===== src/rtl/gpio_port.sv =====
// MinX bus GPIO port: WIDTH pins with direction/data registers, input synchronisers,
// optional per-pin debounce and rising/falling edge interrupts with a write-1-to-clear status.
module gpio_port #(
   parameter int          WIDTH           = 8,
   parameter logic [23:0] BASE_ADDR       = 24'h2060,
   parameter int          SYNC_STAGES     = 2,
   parameter int          DEBOUNCE_CYCLES = 0
) (
   input  logic             clk,
   input  logic             reset,
   input  logic             clk_ce,
   input  logic             bus_write,
   input  logic             bus_read,
   input  logic [23:0]      bus_address_in,
   input  logic [7:0]       bus_data_in,
   output logic [7:0]       bus_data_out,
   input  logic [WIDTH-1:0] pins_in,
   output logic [WIDTH-1:0] pins_out,
   output logic [WIDTH-1:0] pins_oe,
   output logic             irq
);

   localparam int B    = (WIDTH + 7) / 8;
   localparam int PW   = 8 * B;
   localparam int NREG = 5;

   typedef enum int {
      REG_DIR     = 0,
      REG_DATA    = 1,
      REG_RISE_EN = 2,
      REG_FALL_EN = 3,
      REG_STATUS  = 4
   } reg_e;

   logic [WIDTH-1:0] dir_q, dir_d;
   logic [WIDTH-1:0] data_q, data_d;
   logic [WIDTH-1:0] rise_en_q, rise_en_d;
   logic [WIDTH-1:0] fall_en_q, fall_en_d;
   logic [WIDTH-1:0] status_q, status_d;
   logic [WIDTH-1:0] stable_q, stable_d;
   logic             irq_q;
   logic [WIDTH-1:0] sync_q [SYNC_STAGES];
   logic [WIDTH-1:0] sync;
   logic [WIDTH-1:0] w1c_mask;
   logic [WIDTH-1:0] set_mask;
   logic [WIDTH-1:0] data_view;
   logic [PW-1:0]    rd_regs [NREG];
   logic [23:0]      offset;
   logic             in_range;
   logic             wr_en;
   logic             unused_read;

   // Reads are purely address-decoded; the strobe carries no information here.
   assign unused_read = bus_read;

   // An address below BASE_ADDR wraps to a large offset and falls out of range.
   assign offset   = bus_address_in - BASE_ADDR;
   assign in_range = (offset < 24'(NREG * B));
   assign wr_en    = clk_ce & bus_write & in_range;
   assign sync     = sync_q[SYNC_STAGES-1];

   // Overlay the addressed byte of register r onto cur; bits above WIDTH are dropped.
   function automatic logic [WIDTH-1:0] merge(input logic [WIDTH-1:0] cur, input int r,
                                              input logic [23:0] off, input logic [7:0] wd);
      logic [PW-1:0] pad;
      pad = PW'(cur);
      for (int k = 0; k < B; k++) begin
         if (off == 24'(r * B + k)) pad[8*k +: 8] = wd;
      end
      return pad[WIDTH-1:0];
   endfunction

   always_comb begin
      // NOTE: every combinational output gets a default first so no path infers a latch.
      dir_d     = dir_q;
      data_d    = data_q;
      rise_en_d = rise_en_q;
      fall_en_d = fall_en_q;
      w1c_mask  = '0;
      if (wr_en) begin
         dir_d     = merge(dir_q,     REG_DIR,     offset, bus_data_in);
         data_d    = merge(data_q,    REG_DATA,    offset, bus_data_in);
         rise_en_d = merge(rise_en_q, REG_RISE_EN, offset, bus_data_in);
         fall_en_d = merge(fall_en_q, REG_FALL_EN, offset, bus_data_in);
         w1c_mask  = merge('0,        REG_STATUS,  offset, bus_data_in);
      end
   end

   // stable_d only differs from stable_q on clk_ce ticks, so these are tick-qualified edges.
   assign set_mask = (~stable_q & stable_d & rise_en_q) | (stable_q & ~stable_d & fall_en_q);
   // A new edge wins over a simultaneous clear of the same bit.
   assign status_d = (status_q & ~w1c_mask) | set_mask;

   generate
      if (DEBOUNCE_CYCLES == 0) begin : g_no_debounce
         assign stable_d = clk_ce ? sync : stable_q;
      end else begin : g_debounce
         localparam int CW = $clog2(DEBOUNCE_CYCLES + 1);
         logic [CW-1:0] cnt_q [WIDTH];
         logic [CW-1:0] cnt_d [WIDTH];

         always_comb begin
            stable_d = stable_q;
            for (int i = 0; i < WIDTH; i++) begin
               cnt_d[i] = cnt_q[i];
               if (clk_ce) begin
                  if (sync[i] == stable_q[i]) begin
                     cnt_d[i] = '0;
                  end else if (cnt_q[i] == CW'(DEBOUNCE_CYCLES - 1)) begin
                     stable_d[i] = sync[i];
                     cnt_d[i]    = '0;
                  end else begin
                     cnt_d[i] = cnt_q[i] + CW'(1);
                  end
               end
            end
         end

         always_ff @(posedge clk or negedge reset) begin
            if (!reset) begin
               for (int i = 0; i < WIDTH; i++) cnt_q[i] <= '0;
            end else begin
               for (int i = 0; i < WIDTH; i++) cnt_q[i] <= cnt_d[i];
            end
         end
      end
   endgenerate

   // The synchroniser runs on every clk, independent of clk_ce.
   always_ff @(posedge clk or negedge reset) begin
      if (!reset) begin
         // NOTE: the synchroniser array is a handful of flops, not a RAM, so it is reset like any register.
         for (int i = 0; i < SYNC_STAGES; i++) sync_q[i] <= '0;
      end else begin
         sync_q[0] <= pins_in;
         for (int i = 1; i < SYNC_STAGES; i++) sync_q[i] <= sync_q[i-1];
      end
   end

   always_ff @(posedge clk or negedge reset) begin
      if (!reset) begin
         dir_q     <= '0;
         data_q    <= '0;
         rise_en_q <= '0;
         fall_en_q <= '0;
         status_q  <= '0;
         stable_q  <= '0;
         irq_q     <= 1'b0;
      end else begin
         // NOTE: non-blocking assignments so every flop samples pre-edge values.
         dir_q     <= dir_d;
         data_q    <= data_d;
         rise_en_q <= rise_en_d;
         fall_en_q <= fall_en_d;
         status_q  <= status_d;
         stable_q  <= stable_d;
         irq_q     <= |status_q;
      end
   end

   assign data_view          = (dir_q & data_q) | (~dir_q & stable_q);
   assign rd_regs[REG_DIR]     = PW'(dir_q);
   assign rd_regs[REG_DATA]    = PW'(data_view);
   assign rd_regs[REG_RISE_EN] = PW'(rise_en_q);
   assign rd_regs[REG_FALL_EN] = PW'(fall_en_q);
   assign rd_regs[REG_STATUS]  = PW'(status_q);

   always_comb begin
      bus_data_out = '0;
      if (in_range) begin
         for (int r = 0; r < NREG; r++) begin
            for (int k = 0; k < B; k++) begin
               if (offset == 24'(r * B + k)) bus_data_out = rd_regs[r][8*k +: 8];
            end
         end
      end
   end

   assign pins_oe  = dir_q;
   assign pins_out = data_q;
   assign irq      = irq_q;

endmodule


===== config.mk =====
export PLATFORM = sky130hd
export DESIGN_NAME = gpio_port
export DESIGN_NICKNAME = d
export VERILOG_FILES = /design/src/rtl/gpio_port.sv
export SDC_FILE = /design/constraint.sdc
export NUM_CORES = 1
export LEC_CHECK = 0
export BUFFER_PORTS_ARGS = -buffer_cell sky130_fd_sc_hd__buf_2
export CORE_ASPECT_RATIO = 1.4
export CORE_MARGIN = 5
export CORE_UTILIZATION = 56
export CTS_BUF_LIST = sky130_fd_sc_hd__clkbuf_8
export CTS_CLUSTER_DIAMETER = 150
export CTS_CLUSTER_SIZE = 40
export DETAILED_ROUTE_END_ITERATION = 6
export GPL_ROUTABILITY_DRIVEN = 0
export GPL_TIMING_DRIVEN = 0
export HOLD_SLACK_MARGIN = 0.05
export PLACE_DENSITY = 0.82
export SETUP_SLACK_MARGIN = 0.3
export SLEW_MARGIN = 5
export SYNTH_ARGS = -nofsm -noshare
export SYNTH_HDL_FRONTEND = slang
export SYNTH_SLANG_ARGS = --single-unit

===== constraint.sdc =====
create_clock -name clk -period 3.4 [get_ports clk]
set_input_delay 0.34 -clock clk [delete_from_list [all_inputs] [get_ports clk]]
set_output_delay 0.34 -clock clk [all_outputs]
set_load 0.02 [all_outputs]

# ---- Yosys cells after proc, flatten, opt, wreduce, memory -nomap -nowiden
# Cells that the tools add are included.
dict set report totals {
  reg_bits 65
  input_bits 45
  output_inout_bits 25
  elab_cells 46
}
dict set report classes {
  add_sub_neg 1
  magnitude_cmp 1
  n_eq_ne 4
  muxes 9
  n_bitwise 16
  reduce_logical 6
}
# cell n
set op_table {}
lappend op_table {{$mux 8} 9}
lappend op_table {{$and 8x8->8} 7}
lappend op_table {{$eq 24x2->1 const B} 2}
lappend op_table {{$not 8->8} 4}
lappend op_table {{$eq 24x1->1 const B} 1}
lappend op_table {{$eq 24x3->1 const B} 1}
lappend op_table {{$logic_not 24->1} 1}
lappend op_table {{$lt 24x3->1 const B} 1}
lappend op_table {{$or 8x8->8} 3}
lappend op_table {{$sub 24x14->24 const B} 1}
lappend op_table {{$reduce_and 2->1} 4}
lappend op_table {{$reduce_or 8->1} 1}
lappend op_table {{$and 1x1->1} 2}

# ---- Logic depth before layout (Yosys ltp)
# Gate-level depths: netlist of the first run.
dict set report depth {
  ltp_word 8
  depth_mapped 9
}

# ---- Worst setup path after synthesis of the first run
# OpenSTA, ideal clock, no wires.
dict set report synth_timing {
  path_type {input -> output}
  startpoint {input bus_address_in[7]}
  endpoint {output bus_data_out[0]}
  arrival_time_ns 2.727
  setup_slack_ns 0.333
  path_stages 7
  n_path_buf 1
  path_cell_list {buf_2 or3_4 o311ai_1 o2111ai_1 or3b_4 nor4_2 a21boi_0}
}
dict set report synth_between {
  elab_chain_cells 8
}
# item line
set synth_lines {}
lappend synth_lines {{start: declaration} 14} ;# input logic [23:0] bus_address_in,
lappend synth_lines {{$sub 24x14->24 (*)} 57} ;# assign offset = bus_address_in - BASE_ADDR;
lappend synth_lines {{$logic_not 24->1} 173} ;# if (offset == 24'(r * B + k)) bus_data_out = rd_regs[r][8*k +: 8];
lappend synth_lines {{$mux 8 (5 in a row)} 173}
lappend synth_lines {{$mux 8 (*)} 170} ;# if (in_range) begin
lappend synth_lines {{end: declaration} 16} ;# output logic [7:0] bus_data_out,
# Every way passes the cells marked *; elsewhere a longest branch is shown, timed or not.

# ---- Worst setup path after layout of the first run
dict set report layout_timing {
  startpoint {input bus_address_in[6]}
  endpoint {register rise_en_q[6]}
}
dict set report layout_between {
  elab_chain_cells 4
}
# item line
set layout_lines {}
lappend layout_lines {{$sub 24x14->24 (*)} 57}
lappend layout_lines {{$lt 24x3->1} 58} ;# assign in_range = (offset < 24'(NREG * B));
lappend layout_lines {{$and 1x1->1} 59} ;# assign wr_en = clk_ce & bus_write & in_range;
lappend layout_lines {{$reduce_and 2->1 (no source line) (*)} --}
lappend layout_lines {{end signal: assignment} 153} ;# rise_en_q <= rise_en_d;
lappend layout_lines {{end: declaration} 37} ;# logic [WIDTH-1:0] rise_en_q, rise_en_d;
# Marks and branches as above.
# A chain may end at the register's enable or synchronous reset.

==> impl_metrics.env, run 1 <==
export IMPL_worstPathRequired_ps=3620
export IMPL_hold_path_class="input pin to async pin"
export IMPL_critPathCaptureType="flop"
export IMPL_die_h_um=100
export IMPL_synth_edf_count=0
export IMPL_grt_antenna_before_repair=0
export IMPL_synth_top_area_share_pct=49.8
export IMPL_grt_pass1_wl_um=13200
export IMPL_final_area_um2=3930
export IMPL_hpwl_um=5640
export IMPL_portBuffers=66
export IMPL_min_period_over_period_pct=90.3
export IMPL_die_area_um2=7480
export IMPL_internal_power_mw=1.19
export IMPL_drt_pass1_iterations=5
export IMPL_avgSynthCellArea_um2=11.1
export IMPL_wl_per_cell_um=18.1
export IMPL_outcome="complete, no violations"
export IMPL_cap_violations=0
export IMPL_die_x_um=74.5
export IMPL_num_nets_final=421
export IMPL_clk_pin_slew_ps=70
export IMPL_post_place_ws_ps=-157
export IMPL_setup_viol=0
export IMPL_drv_slew=0
export IMPL_worstSkewPairLatency_ps=340
export IMPL_clock_fmax_mhz=326
export IMPL_grt_max_degree=66
export IMPL_critPathKind="input pin to flop"
export IMPL_p_seq_share_pct=51.7
export IMPL_io_pins=70
export IMPL_rows=33
export IMPL_antenna_cells=0
export IMPL_crit_path_max_fanout=8
export IMPL_slew_headroom_pct=47.1
export IMPL_yosysWarnings=0
export IMPL_fillers=444
export IMPL_layout_setup_ws_ps=330
export IMPL_initial_core_util_pct=56.5
export IMPL_power_leakage_nw=1.87
export IMPL_area_delta_synth_final_pct=20.3
export IMPL_syn_inst=295
export IMPL_cts_tree="done"
export IMPL_worst_slew_pin_slew_ps=794
export IMPL_p_comb_share_pct=8.8
export IMPL_worst_ep_arrival_time_ps=3290
export IMPL_drt_iter0_markers=160
export IMPL_synth_flop_cell="dfrtp_1"
export IMPL_worst_setup_path_start_kind="input pin"
export IMPL_placement_cell_area_um2=3680
export IMPL_cts_sinks=65
export IMPL_swShare_pct=23.5
export IMPL_p_clk_share_pct=39.6
export IMPL_final_core_util_pct=67.9
export IMPL_finalPower_mw=1.56
export IMPL_syn_area_um2=3260
export IMPL_grt_overflow=0
export IMPL_grt_pass1_vias=2812
export IMPL_numCtsBuffers=9
export IMPL_skew_ps=7.55
export IMPL_synthTopCellsByArea="dfrtp_1 (50%), mux2_2 (14%), nand2_1 (4.6%), mux2i_1 (2.5%), a22o_1 (2.4%)"
export IMPL_cts_root_buf="clkbuf_8"
export IMPL_syn_nets=341
export IMPL_rsz0062_at_grt="no"
export IMPL_hold_violations=0
export IMPL_irDropWorstVdd_uv=351
export IMPL_yosys_area_top_type="dfrtp_1"
export IMPL_coreArea_um2=5780
export IMPL_clk_path_buf_depth=2
export IMPL_seq_area_frac_synth_pct=49.8
export IMPL_vias=2763
export IMPL_postRouteAntennaNets=0
export IMPL_drc=0
export IMPL_via_per_inst=6.14
export IMPL_fin_setup_tns_ps=0
export IMPL_layout_drive_gt1_share_pct=36.3
export IMPL_ys_ff_latch=65
export IMPL_post_route_min_period_ps=3070
export IMPL_async_reset_ff_share_pct=100
export IMPL_p_per_area_nw_per_um2=398
export IMPL_htreeDepth=3
export IMPL_drt_wl_total_um=8150
export IMPL_postCtsHoldBufs=0
export IMPL_p_sw_mw=0.367
export IMPL_netlist_cell_type_count=45
export IMPL_track_usage_pct=23.0
[repair_timing]
| action | CTS | global route |
|---|---|---|
| pin swaps | 1 | 0 |
| buffers inserted | 1 | 2 |
| gates resized for setup | 5 | 9 |
| setup endpoints to repair | 16 | 16 |
[layout make-up]
class	count	area, um2	area share, %
flip-flops and latches	65	1630	41.4
multi-input cells	214	1600	40.7
repair buffers	69	355	9.05
clock buffers	10	138	3.51
well taps	70	87.6	2.23
plain buffers	14	62.6	1.59
clock inverters	6	51.3	1.31
inverters	2	7.51	0.191
[cells in the mapped netlist, drive strengths merged (4+ instances only)]
| master | n |
|---|---|
| clkbuf | 8 |
| dfrtp | 65 |
| o21ai | 10 |
| nor3 | 5 |
| buf | 6 |
| mux2 | 40 |
| a21boi | 7 |
| a22o | 9 |
| nand2b | 4 |
| nor2 | 14 |
| o221ai | 9 |
| nand4 | 11 |
| a21oi | 10 |
| nand2 | 40 |
| mux2i | 8 |
| nand3b | 7 |
| nor4 | 9 |
[path summary, 6_finish.rpt]
path | start | to | slack, ps | cells past startpoint
worst max-delay path | bus_address_in[6] | rise_en_q[6] | 330 | 8
worst min-delay path | reset | sync_q[10] | 90 | 1
worst max register to register | stable_q[5] | status_q[5] | 2460 | 3
min in group clk | pins_in[6] | sync_q[14] | 110 | 1
worst min register to register | sync_q[10] | sync[2] | 350 | 0
max in group asynchronous | reset | pins_out[0] | 2780 | 1
[state kept, by name, indices dropped and copies added, names as in the netlist]
name and count:
fall_en_q 8, irq 1, pins_oe 8, pins_out 8
rise_en_q 8, stable_q 8, status_q 8, sync 8
sync_q 8
[critical path, cell delays in order]
cell	delay (ps)
buf_2	140
a2111o_1	450
a2111oi_1	520
o221ai_2	250
buf_4	190
nor4b_2	260
nand4_1	620
mux2_2	520
[layer usage]
layer  up-vias  global-route usage (%)  share of wire [%]  wire length (um)
li1       1270                       -                  -                 -
met1      1345                    27.5                 37              3050
met2       133                    40.5                 53              4300
met3        15                    4.41                7.9               642
met4         0                    7.95                2.0               160
met5         -                       0                  0                 0
[per-stage QoR]
stage,cells,hold slack (ps)
2_1_floorplan,295,44.4
3_3_place_gp,431,334
3_5_place_dp,431,339
4_1_cts,448,94.3
5_1_grt,450,90.0
6_report,450,86.0
[logic make-up after synthesis]
logic type / after synthesis / synth area share [%]
adders and majority gates: 1 / 0.383
buffers and inverters: 16 / 1.99
AOI/OAI and AO/OA: 58 / 12.8
xor gates and xnor gates: 1 / 0.268
and+or+nand+nor: 106 / 18.4
DFF: 65 / 49.8
muxes: 48 / 16.3
[power groups by stage]
stage          combinational (mW)  sequential (mW)  clock, mW
2_1_floorplan              0.0648            0.817          0
3_3_place_gp                0.129            0.819          0
3_5_place_dp                0.133            0.820          0
4_1_cts                     0.135            0.806      0.630
5_1_grt                     0.151            0.808      0.661
6_report                    0.137            0.807      0.618
[layout by cell type, fill, tap and decap left out, drive strengths merged, types with 8 or more instances in the layout]
cell type	Yosys	routed
buf	6	75
dfrtp	65	65
nand2	40	40
mux2	40	40
clkbuf	8	18
nor2	14	14
nand4	11	11
o21ai	10	10
a21oi	10	10
a22o	9	9
o221ai	9	9
nor4	9	9
mux2i	8	8
Note: power is estimated with default switching activity, not from simulation.
==> inputs of run 2 (changes only) <==
Settings changed: CORE_UTILIZATION 56 to 61, PLACE_DENSITY 0.82 to 0.88.
Clock period 3.4 ns to 3.6 ns, I/O delays scaled along.
==> impl_metrics.env, run 2 (synthesis gave the netlist of run 1 again) <==
export IMPL_stdcell_count=444
export IMPL_io_pins=70
export IMPL_rrSetupSlack_ps=2640
export IMPL_wl_per_cell_um=18.6
export IMPL_final_area_um2=3890
export IMPL_cp_common_cell="buf_2"
export IMPL_internal_power_mw=1.08
export IMPL_die_h_um=96.5
export IMPL_cts_root_buf="clkbuf_8"
export IMPL_fillers=370
export IMPL_dp_cells=427
export IMPL_cap_violations=0
export IMPL_fin_setup_tns_ps=0
export IMPL_p_clk_share_pct=38.7
export IMPL_power_leakage_nw=1.84
export IMPL_postCtsHoldBufs=0
export IMPL_cts_tree="done"
export IMPL_drt_pass1_iterations=4
export IMPL_drc=0
export IMPL_drt_iter0_markers=129
export IMPL_die_x_um=71.8
export IMPL_die_area_um2=6930
export IMPL_swShare_pct=25.4
export IMPL_min_period_over_period_pct=87.4
export IMPL_worstPathRequired_ps=3240
export IMPL_hold_violations=0
export IMPL_vias=2801
export IMPL_initial_core_util_pct=62.8
export IMPL_slowest_delay_ps=450
export IMPL_post_route_min_period_ps=3150
export IMPL_rows=31
export IMPL_antenna_cells=0
export IMPL_critPathKind="input pin to primary output"
export IMPL_area_delta_synth_final_pct=19.3
export IMPL_track_usage_pct=26.1
export IMPL_slew_headroom_pct=46.9
export IMPL_irDropWorstVdd_uv=410
export IMPL_layout_drive_gt1_share_pct=36.2
export IMPL_path_cells="buf_2, ha_1, clkbuf_2, o31a_1, o21ai_0, or3b_4, nor4_4, buf_4, a21boi_1, buf_2"
export IMPL_coreArea_um2=5200
export IMPL_numCtsBuffers=9
export IMPL_worst_setup_path_start_kind="input pin"
export IMPL_worst_slew_pin_slew_ps=797
export IMPL_p_per_area_nw_per_um2=373
export IMPL_htreeDepth=3
export IMPL_clk_pin_slew_ps=70
export IMPL_drt_wl_total_um=8240
export IMPL_placement_cell_area_um2=3680
export IMPL_postRouteAntennaNets=0
export IMPL_mostFrequentLayoutCells="buf_2 (66), dfrtp_1 (65), nand2_1 (40), mux2_2 (40), nor2_1 (14)"
export IMPL_p_sw_mw=0.369
export IMPL_worstSkewPairLatency_ps=340
export IMPL_slowest_stage="or3b_4"
export IMPL_critPathCaptureType="primary output"
export IMPL_num_nets_final=419
export IMPL_final_common_cell="buf_2"
export IMPL_p_seq_share_pct=52.5
export IMPL_via_per_inst=6.31
export IMPL_portBuffers=66
export IMPL_cp_top_family="compound AO/OA/AOI/OAI gates"
export IMPL_worst_ep_arrival_time_ps=2790
export IMPL_cts_sinks=65
export IMPL_hpwl_um=5790
export IMPL_drv_slew=0
export IMPL_clk_path_buf_depth=2
export IMPL_hold_path_class="input pin to async pin"
export IMPL_clock_fmax_mhz=318
export IMPL_grt_antenna_before_repair=0
export IMPL_outcome="complete, no violations"
export IMPL_setup_viol=0
export IMPL_grt_pass1_vias=2945
export IMPL_final_core_util_pct=74.9
export IMPL_rsz0062_at_grt="no"
export IMPL_timing_critical_path_buf_inv=4
export IMPL_skew_ps=5.04
export IMPL_crit_path_max_fanout=8
export IMPL_grt_max_degree=66
export IMPL_p_comb_share_pct=8.9
export IMPL_grt_pass1_wl_um=13800
export IMPL_grt_overflow=0
run 2: repair_timing:
| item | 4_1_cts | 5_1_grt |
|---|---|---|
| pin swaps | 1 | 1 |
| resized for setup | 2 | 8 |
| buffers inserted | 0 | 1 |
| endpoints found under the setup margin | 8 | 8 |
| gates cloned | 0 | 0 |
| hold endpoints to repair | 0 | 0 |
run 2: power by group through the flow:
stage                     Clock (mW)  Combinational (mW)  Sequential (mW)
final                          0.561               0.129            0.761
after floorplan                    0              0.0612            0.771
after CTS                      0.559               0.127            0.761
after global routing           0.599               0.144            0.763
after global placement             0               0.120            0.773
after detailed placement           0               0.125            0.775
run 2: routing by layer:
layer,global-route usage (%),vias to the layer above,part of all wire (%)
li1,-,1268,-
met1,29.8,1379,38
met2,44.2,124,51
met3,7.66,30,8.2
met4,13.3,0,3.1
met5,0,-,0
run 2: area by class of cell:
class	instances	area, um2	area share [%]
Tap cell	66	82.6	2.12
Clock inverter	5	30.0	0.771
Sequential cell	65	1630	41.8
Inverter	2	7.51	0.193
Multi-Input combinational cell	214	1590	40.9
Timing Repair Buffer	67	340	8.74
Clock buffer	11	151	3.89
Buffer	14	61.3	1.57
run 2: path summary, 6_finish.rpt:
check	from	to	depth (start not counted)
setup / recovery	bus_address_in[5]	bus_data_out[3]	10
hold / removal	reset	pins_oe[7]	1
setup reg to reg	stable_q[3]	status_q[3]	3
hold reg to reg	sync_q[14]	sync[6]	0
max in group asynchronous	reset	pins_out[0]	1
min in group clk	pins_in[1]	sync_q[9]	1
run 2: per-stage QoR:
stage	setup WS [ps]	power, mW	hold WS (ps)
CTS	336	1.45	120
floorplan	493	0.832	64.4
global route	299	1.51	111
global placement	147	0.893	334
finish	454	1.45	101
detailed placement	72.5	0.900	336
